==> src/rtl/fir_pkg.sv <==
`default_nettype none
`timescale 1ns / 1ps
// ============================================================================
//  Module      : fir_pkg
//  Description : Shared fixed-point types, default tap count and the
//                sequencer state encoding for the fir_mac_seq front-end.
//  Revision    : 1.0  initial release
// ============================================================================
package fir_pkg;

    localparam int NTAPS_DEFAULT = 64;
    localparam int SAMPLE_W      = 16;

    typedef logic signed [SAMPLE_W-1:0] q15_t;
    typedef logic signed [SAMPLE_W-1:0] q7_9_t;

    typedef enum logic [2:0] {
        ST_IDLE    = 3'd0,
        ST_CLEAR   = 3'd1,
        ST_MAC     = 3'd2,
        ST_CAPTURE = 3'd3,
        ST_OUT     = 3'd4
    } fir_state_t;

endpackage : fir_pkg
`default_nettype wire

==> src/rtl/fir_delay_line.sv <==
`default_nettype none
`timescale 1ns / 1ps
// ============================================================================
//  Module      : fir_delay_line
//  Description : NTAPS-deep circular sample history with a write pointer and a
//                combinational tap read k positions behind the newest sample.
//  Revision    : 1.0  initial release
// ============================================================================
module fir_delay_line
    import fir_pkg::*;
#(
    parameter int NTAPS = NTAPS_DEFAULT,
    parameter int AW    = $clog2(NTAPS)
) (
    input  logic                clk,
    input  logic                rst,
    input  logic                wr_en,
    input  logic [SAMPLE_W-1:0] wr_data,
    input  logic [AW-1:0]       tap_k,
    output logic [SAMPLE_W-1:0] tap_data
);

    q15_t          r_mem [NTAPS];
    logic [AW-1:0] r_wr_ptr;
    logic [AW-1:0] w_newest;
    logic [AW-1:0] w_rd_addr;

    always_ff @(posedge clk) begin
        if (rst) begin
            r_wr_ptr <= '0;
            for (int i = 0; i < NTAPS; i++) begin
                r_mem[i] <= '0;
            end
        end else if (wr_en) begin
            r_mem[r_wr_ptr] <= q15_t'(wr_data);
            r_wr_ptr        <= r_wr_ptr + 1'b1;
        end
    end

    // Pointer arithmetic wraps naturally in AW bits, giving modulo-NTAPS indexing.
    assign w_newest  = r_wr_ptr - 1'b1;
    assign w_rd_addr = w_newest - tap_k;
    assign tap_data  = r_mem[w_rd_addr];

endmodule : fir_delay_line
`default_nettype wire

==> src/rtl/fir_mac_seq.sv <==
`default_nettype none
`timescale 1ns / 1ps
// ============================================================================
//  Module      : fir_mac_seq
//  Description : Sample front-end and sequencer for the fir_alu MAC datapath:
//                one accumulator clear plus NTAPS MACs per accepted sample,
//                result captured and offered on a valid/ready stream.
//                Optional saturation counter: FIR_MAC_SEQ_SAT_CNT_EN.
//  Revision    : 1.0  initial release
// ============================================================================
module fir_mac_seq
    import fir_pkg::*;
#(
    parameter int NTAPS = NTAPS_DEFAULT,
    parameter int AW    = $clog2(NTAPS)
) (
    input  logic                clk,
    input  logic                rst,
    // sample input stream
    input  logic                s_valid,
    output logic                s_ready,
    input  logic [SAMPLE_W-1:0] s_data,
    // coefficient write port
    input  logic                coef_we,
    input  logic [AW-1:0]       coef_addr,
    input  logic [SAMPLE_W-1:0] coef_wdata,
    output logic                coef_err,
    // fir_alu interface
    output logic                alu_clr_acc,
    output logic                alu_en_mac,
    output logic [SAMPLE_W-1:0] alu_a_q15,
    output logic [SAMPLE_W-1:0] alu_b_q15,
    input  logic [SAMPLE_W-1:0] alu_y_q7_9,
    input  logic                alu_y_saturated,
    // result output stream
    output logic                m_valid,
    input  logic                m_ready,
    output logic [SAMPLE_W-1:0] m_data,
    output logic                m_sat,
    output logic [15:0]         sat_count
);

    fir_state_t          r_state;
    fir_state_t          w_state_next;
    logic [AW-1:0]       r_k;
    q15_t                r_coef [NTAPS];
    logic                r_coef_err;
    logic                r_m_valid;
    q7_9_t               r_m_data;
    logic                r_m_sat;
    logic                w_idle;
    logic                w_accept;
    logic                w_last_tap;
    logic                w_out_hs;
    logic [SAMPLE_W-1:0] w_tap_data;

    assign w_idle     = (r_state == ST_IDLE);
    assign w_accept   = w_idle && s_valid;
    assign w_last_tap = (r_k == AW'(NTAPS - 1));
    assign w_out_hs   = r_m_valid && m_ready;

    // ------------------------------------------------------------------
    // Sequencer
    // ------------------------------------------------------------------
    always_ff @(posedge clk) begin
        if (rst) begin
            r_state <= ST_IDLE;
        end else begin
            r_state <= w_state_next;
        end
    end

    always_comb begin
        w_state_next = r_state;
        case (r_state)
            ST_IDLE: begin
                if (s_valid) begin
                    w_state_next = ST_CLEAR;
                end
            end
            ST_CLEAR: begin
                w_state_next = ST_MAC;
            end
            ST_MAC: begin
                if (w_last_tap) begin
                    w_state_next = ST_CAPTURE;
                end
            end
            ST_CAPTURE: begin
                w_state_next = ST_OUT;
            end
            ST_OUT: begin
                if (w_out_hs) begin
                    w_state_next = ST_IDLE;
                end
            end
            default: begin
                w_state_next = ST_IDLE;
            end
        endcase
    end

    always_comb begin
        s_ready     = 1'b0;
        alu_clr_acc = 1'b0;
        alu_en_mac  = 1'b0;
        alu_a_q15   = '0;
        alu_b_q15   = '0;
        case (r_state)
            ST_IDLE: begin
                s_ready = 1'b1;
            end
            ST_CLEAR: begin
                alu_clr_acc = 1'b1;
            end
            ST_MAC: begin
                alu_en_mac = 1'b1;
                alu_a_q15  = w_tap_data;
                alu_b_q15  = r_coef[r_k];
            end
            default: begin
                s_ready = 1'b0;
            end
        endcase
    end

    // Tap counter restarts in CLEAR and wraps back to zero after the last MAC.
    always_ff @(posedge clk) begin
        if (rst) begin
            r_k <= '0;
        end else if (r_state == ST_CLEAR) begin
            r_k <= '0;
        end else if (r_state == ST_MAC) begin
            r_k <= r_k + 1'b1;
        end
    end

    // ------------------------------------------------------------------
    // Sample history
    // ------------------------------------------------------------------
    fir_delay_line #(
        .NTAPS (NTAPS),
        .AW    (AW)
    ) u_dline (
        .clk      (clk),
        .rst      (rst),
        .wr_en    (w_accept),
        .wr_data  (s_data),
        .tap_k    (r_k),
        .tap_data (w_tap_data)
    );

    // ------------------------------------------------------------------
    // Coefficient register file
    // ------------------------------------------------------------------
    always_ff @(posedge clk) begin
        if (rst) begin
            for (int i = 0; i < NTAPS; i++) begin
                r_coef[i] <= '0;
            end
        end else if (coef_we && w_idle) begin
            r_coef[coef_addr] <= q15_t'(coef_wdata);
        end
    end

    // A write outside IDLE would corrupt a pass in flight, so it is dropped and flagged.
    always_ff @(posedge clk) begin
        if (rst) begin
            r_coef_err <= 1'b0;
        end else begin
            r_coef_err <= coef_we && !w_idle;
        end
    end

    assign coef_err = r_coef_err;

    // ------------------------------------------------------------------
    // Result capture and output stream
    // ------------------------------------------------------------------
    always_ff @(posedge clk) begin
        if (rst) begin
            r_m_valid <= 1'b0;
            r_m_data  <= '0;
            r_m_sat   <= 1'b0;
        end else if (r_state == ST_CAPTURE) begin
            r_m_valid <= 1'b1;
            r_m_data  <= q7_9_t'(alu_y_q7_9);
            r_m_sat   <= alu_y_saturated;
        end else if (w_out_hs) begin
            r_m_valid <= 1'b0;
        end
    end

    assign m_valid = r_m_valid;
    assign m_data  = r_m_data;
    assign m_sat   = r_m_sat;

`ifdef FIR_MAC_SEQ_SAT_CNT_EN
    logic [15:0] r_sat_count;

    always_ff @(posedge clk) begin
        if (rst) begin
            r_sat_count <= '0;
        end else if (w_out_hs && r_m_sat && (r_sat_count != 16'hFFFF)) begin
            r_sat_count <= r_sat_count + 16'd1;
        end
    end

    assign sat_count = r_sat_count;
`else
    assign sat_count = '0;
`endif

endmodule : fir_mac_seq
`default_nettype wire

==> config.mk <==
export PLATFORM = sky130hd
export DESIGN_NAME = fir_mac_seq
export DESIGN_NICKNAME = d
export VERILOG_FILES = /design/src/rtl/fir_pkg.sv /design/src/rtl/fir_delay_line.sv /design/src/rtl/fir_mac_seq.sv
export SDC_FILE = /design/constraint.sdc
export NUM_CORES = 2
export LEC_CHECK = 0
export CELL_PAD_IN_SITES_DETAIL_PLACEMENT = 1
export CELL_PAD_IN_SITES_GLOBAL_PLACEMENT = 1
export CORE_AREA = 2 2 409 411
export CTS_CLUSTER_DIAMETER = 120
export DETAILED_ROUTE_END_ITERATION = 10
export DIE_AREA = 0 0 411 413
export PLACE_DENSITY = 0.83
export SLEW_MARGIN = 5
export SYNTH_ARGS = -nofsm -noshare
export SYNTH_HDL_FRONTEND = slang
export SYNTH_SLANG_ARGS = --single-unit
==> constraint.sdc <==
create_clock -name clk -period 10.4 [get_ports clk]
set_input_delay 2.6 -clock clk [delete_from_list [all_inputs] [get_ports clk]]
set_output_delay 2.6 -clock clk [all_outputs]
set_load 0.02 [all_outputs]
# After elaboration in Yosys (flattened, before gate mapping)
# Memory sizes are Yosys's and may differ from the RTL's. A register that Yosys moved wholly into a read port is not among the register bits.
# Index checks and enable logic that the tools add are counted.
# W data, S select, Z words.
[word_totals] regBits=34 latchBits=0 ram_bits=2048 mem_bits_ro=0 in_bits=60 output_inout_bits=70 wordCells=59 memories=2
[memory_table] name="r_coef" depth=64 width=16 rd=1 rd_ports_with_merged_regs=1 wr=64 line="fir_mac_seq.sv:46" rtl="q15_t r_coef [NTAPS];"
[memory_table] name="u_dline.r_mem" depth=64 width=16 rd=1 rd_ports_with_merged_regs=0 wr=64 line="fir_delay_line.sv:23" rtl="q15_t r_mem [NTAPS];"
[classes] addsub=4 multipliers=0 div=0 magnitude_cmp=0 n_eq_ne=8 shift=0 mux=27 bitwise=0 reduce_logical=11
[op_table] op="$mux W16" n=4
[op_table] op="$reduce_or A16 Y1" n=2
[op_table] op="$mux W6" n=4
[op_table] op="$mux W1" n=15
[op_table] op="$pmux W3 S5" n=1
[op_table] op="$add A6 B1 Y6 const B" n=2
[op_table] op="$mux W3" n=3
[op_table] op="$eq A3 B2 Y1 const B" n=2
[op_table] op="$eq A6 B6 Y1 const B" n=1
[op_table] op="$ne A2 B2 Y1 const B" n=3
[op_table] op="$sub A6 B1 Y6 const B" n=1
[op_table] op="$sub A6 B6 Y6" n=1
[op_table] op="$logic_and A1 B1 Y1" n=4
[op_table] op="$eq A3 B1 Y1 const B" n=1
[op_table] op="$eq A3 B3 Y1 const B" n=1
[op_table] op="$logic_not A3 Y1" n=1
[op_table] op="$reduce_and A3 Y1" n=1
[op_table] op="$reduce_bool A2 Y1" n=1
[op_table] op="$reduce_or A2 Y1" n=1
[op_table] op="$logic_not A1 Y1" n=1

# Longest topological paths before layout
[depth] ltp_word=7 depth_mapped=11 ltp_nobuf=9

# Cells and area by module
# From an unflattened synthesis, not the netlist that was laid out.
[unflattened] hier_cells=6199 hier_area_um2=96598.9
[modules_own_cells] module="fir_mac_seq" instances=1 cells_each=3174 area_per_inst_um2=48709.2 seq_area_each_um2=31430.1
[modules_own_cells] module="fir_delay_line" instances=1 cells_each=3025 area_per_inst_um2=47889.7 seq_area_each_um2=30869.6

# Worst setup path before layout
# Ideal clock, no wire load.
[synth_timing] kind="reg-to-output" startpoint="register r_k[0]" endpoint="output port alu_a_q15[0]" t_arrival_ns=2.897 required_time_ns=7.800 path_slack_ns=4.903 path_stages_with_launch=10 path_buffers=2 path_cell_list="dfxtp_1 inv_1 ha_1 fa_1 buf_2 buf_1 mux4_2 mux4_2 a22oi_1 o221ai_1"
[synth_between] elab_chain_len=3
[synth_lines] item="start: declaration" line="fir_mac_seq.sv:45" rtl="logic [AW-1:0] r_k;"
[synth_lines] item="start signal: assignment" line="fir_mac_seq.sv:134" rtl="r_k <= r_k + 1'b1;"
[synth_lines] item="$sub A6 B6 Y6" line="fir_delay_line.sv:42" rtl="assign w_rd_addr = w_newest - tap_k;"
[synth_lines] item="$mem_v2 Z64 W16"
[synth_lines] item="$mux W16" line="fir_mac_seq.sv:109" rtl="case (r_state)"
[synth_lines] item="end: declaration" line="fir_mac_seq.sv:31" rtl="output logic [SAMPLE_W-1:0] alu_a_q15,"
# Every way passes these cells.

# Worst setup path after layout
[layout_timing] startpoint="register u_dline.r_wr_ptr[0]" endpoint="output port alu_a_q15[15]"
[layout_between] elab_chain_len=4
[layout_lines] item="start: declaration" line="fir_delay_line.sv:24" rtl="logic [AW-1:0] r_wr_ptr;"
[layout_lines] item="start signal: assignment" line="fir_delay_line.sv:36" rtl="r_wr_ptr <= r_wr_ptr + 1'b1;"
[layout_lines] item="$sub A6 B1 Y6" line="fir_delay_line.sv:41" rtl="assign w_newest = r_wr_ptr - 1'b1;"
[layout_lines] item="$sub A6 B6 Y6" line="fir_delay_line.sv:42"
[layout_lines] item="$mem_v2 Z64 W16"
[layout_lines] item="$mux W16" line="fir_mac_seq.sv:109"
# Every way passes these cells.

==> metrics.md <==
| Metric | Value |
|---|---|
| CTS tree | `built` |
| Core Area | `0.166 sq mm` |
| Category of the critical setup timing path | `flip-flop to output port` |
| Number of gates resized after CTS | `0` |
| Routed vias/inst | `6.50` |
| Max frequency | `112 MHz` |
| Global placement routability congestion | `0.864` |
| Part of the Yosys area used for sequential elements | `65.2%` |
| Top post-synthesis cells by count | `2050 x and2_1, 2048 x edfxtp_1, 583 x mux4_2` |
| Post-detailed-route count of antenna-violating nets | `0` |
| Number of enable flip-flop cells after synthesis | `2048` |
| Critical path startpoint category | `flip-flop` |
| Yosys top cell by area | `edfxtp_1` |
| Transition time of the tightest slew-check pin | `1.35 ns` |
| Hold bufs inserted after CTS | `0` |
| Post-layout util | `63.3%` |
| Outcome | `finished clean` |
| Clock sinks | `2088` |
| Global route total overflow | `0` |
| Overall die area | `0.170 sq mm` |
| Max Clock Skew | `0.0512 ns` |
| Count of antenna diodes in the layout | `0` |
| Worst min-delay path class | `flip-flop to flip-flop` |
| Area of the mapped netlist | `0.0955 sq mm` |
| Synth Warn # | `0` |
| Width of the die | `411 um` |
| Starting density of the core | `57.6%` |
| Number of detailed-routing iterations run before antenna repair | `6` |
| Rows | `150` |
| Clock root cell | `clkbuf_16` |
| Pwr/cell area | `184 mW/mm^2` |
| Met3 Usage GRT | `6.44%` |
| Final setup violating endpoints | `0` |
| Synthesized area divided by synthesized cell count | `15.6 sq um` |
| Share of the cycle needed by the critical path after routing | `86.0%` |
| Main synth FF type | `edfxtp_1` |
| Clock slew seen by the registers of the worst setup and hold paths | `0.07 ns` |
| Number of standard cells in the final layout excluding fillers | `8449` |
| Total of max-cap violations | `0` |
| Total detailed-routing wirelength | `282 mm` |
| Power after layout | `19.3 mW` |
| Cells after Synth | `6141` |
| Ranking of synthesized cells by area | `edfxtp_1 64%, mux4_2 14%, and2_1 13%, clkbuf_1 1.6%, or2_2 0.85%` |
| Vias in the first global route | `58700` |
| Worst vdd rail ir drop | `0.230 mV` |
| Clk Latency, worst-skew pair | `0.89 ns` |
| All-layer global routing usage | `33.6%` |
| Worst slew margin relative to its limit | `9.74%` |
| Clock Tree Buf Depth | `3` |
| Fraction of synthesized cell area taken by the top area cell type | `64.4%` |
| Count of different cell masters after synthesis | `60` |
| Number of H-tree levels | `4` |
| Wire length per cell after detailed routing | `33.4 um` |
| Crit path required time | `7.80 ns` |
| Storage cell area | `0.0623 sq mm` |
| Final Slew Violations | `0` |
| Antenna violations before repair | `7` |
| Number of buffers added by the clock tree synthesis step | `209` |
| IO Pins | `130` |
| Global-route met1 utilization | `42.0%` |
| Count of buffers added by post-CTS timing repair for setup | `0` |
| Maximum fanout encountered on the critical timing path | `85` |
| Growth of design area from synthesis to finish | `9.97%` |
| Post-Route Setup TNS | `0 ns` |
| Data arrival, critical path | `6.34 ns` |
| Time the worst path needs with I/O delays and setup | `8.94 ns` |
| First-pass GRT wire length | `411 mm` |
| Most repeated cell in the gate-level netlist after synthesis | `and2_1` |
| Ys async rst share | `0%` |
| Endpoints failing hold | `0` |
| # DRC | `0` |
| Share of post-route cells with drive strength above 1 | `20.3%` |
| Setup repair after global routing missed its margin | `false` |
| Die Span Y | `413 um` |
| Overall via count from detail_route | `54900` |
| Cell leakage power | `37.0 nW` |
| Pin count of the biggest net entering global routing | `111` |
| Flops & latches, synth | `2088` |
| Final HPWL from detailed placement | `167 mm` |
| Met2 track demand over resource | `56.8%` |
| Buffers on Ports | `113` |
| Combined area of the multi-input logic cells | `0.0309 sq mm` |
| Fill cell total of the finished layout | `14600` |
| Routing layer with the top usage in global route | `met2` |
| Net count of the finished layout | `6134` |
| Sort of element at the end of the critical path | `output port` |
| Cell count after placement | `8059` |
| Initial drt markers | `5952` |
[cells by family (layout without fill, tap and decap cells)]
| group | count (synthesis) | in the layout | synth area share [%] |
|---|---|---|---|
| buf+inv | 587 | 676 | 2.60 |
| simple gates | 2623 | 2623 | 16.5 |
| fa+ha+maj | 8 | 8 | 0.113 |
| mux | 626 | 626 | 14.2 |
| flops | 2088 | 2088 | 65.2 |
| compound gates | 193 | 193 | 1.27 |
| xor+xnor | 15 | 15 | 0.138 |
| other cells | 1 | 16 | 0.00393 |
[layer usage]
| metal | routed length (um) | up-vias |
|---|---|---|
| met1 | 101000 | 29100 |
| met2 | 143000 | 2906 |
| met5 | 46 | - |
| met4 | 14100 | 8 |
| met3 | 23900 | 649 |
| li1 | - | 22200 |
[power breakdown]
| group | switching (mW) | internal (mW) |
|---|---|---|
| registers | 0.129 | 9.54 |
| clock network | 3.33 | 4.16 |
| logic | 1.30 | 0.851 |
[critical path: stages, from the launching register on]
cell	delay, ns
dfxtp_1	0.48
ha_4	0.26
fa_4	1.21
buf_12	0.53
mux4_2	0.39
mux4_2	0.56
a22oi_1	0.93
o221ai_1	0.34
clkdlybuf4s50_1	0.65
[state kept, by name, indices dropped and copies added (netlist names), named ones only]
name              count
m_valid               1
r_k                   6
m_sat                 1
coef_err              1
r_state               3
m_data               16
u_dline.r_mem      1024
r_coef             1024
u_dline.r_wr_ptr      6
[through the flow]
stage	instance area (sq um)	worst slack, ns	hold slack [ns]
global route	105000	1.37	0.478
detailed placement	98400	2.60	0.449
CTS	105000	1.65	0.458
floorplan	95600	4.90	0.535
global placement	98400	2.71	0.441
finish	105000	1.46	0.455
[area by class of cell]
| cell class | count | share of cell area, % |
|---|---|---|
| multi-input combinational | 3481 | 29.5 |
| timing repair buffer | 279 | 2.21 |
| inverter | 7 | 0.0250 |
| clock inverter | 110 | 0.924 |
| tap | 2204 | 2.63 |
| clock buffer | 280 | 5.44 |
| sequential | 2088 | 59.3 |
[layout by cell type (no fill, tap or decap), drive strengths merged, types with 43 or more instances in the layout]
cell,n
clkinv,88
clkbuf,280
a22oi,57
clkdlybuf4s50,80
edfxtp,2048
and2,2051
or2,131
nand2,198
mux4,583
a21oi,94
mux2i,43
nor2,167
buf,199
[path summary, 6_finish.rpt]
kind / from / cells after the start / slack (ns) / end
hold reg to reg: m_data[15] / 2 / 0.46 / m_data[15]
setup / recovery: u_dline.r_wr_ptr[0] / 8 / 1.46 / alu_a_q15[15]
hold / removal: m_data[15] / 2 / 0.46 / m_data[15]
setup reg to reg: r_state[1] / 6 / 6.04 / u_dline.r_mem[8][11]
No activity file was read; power rests on OpenSTA's default activity.
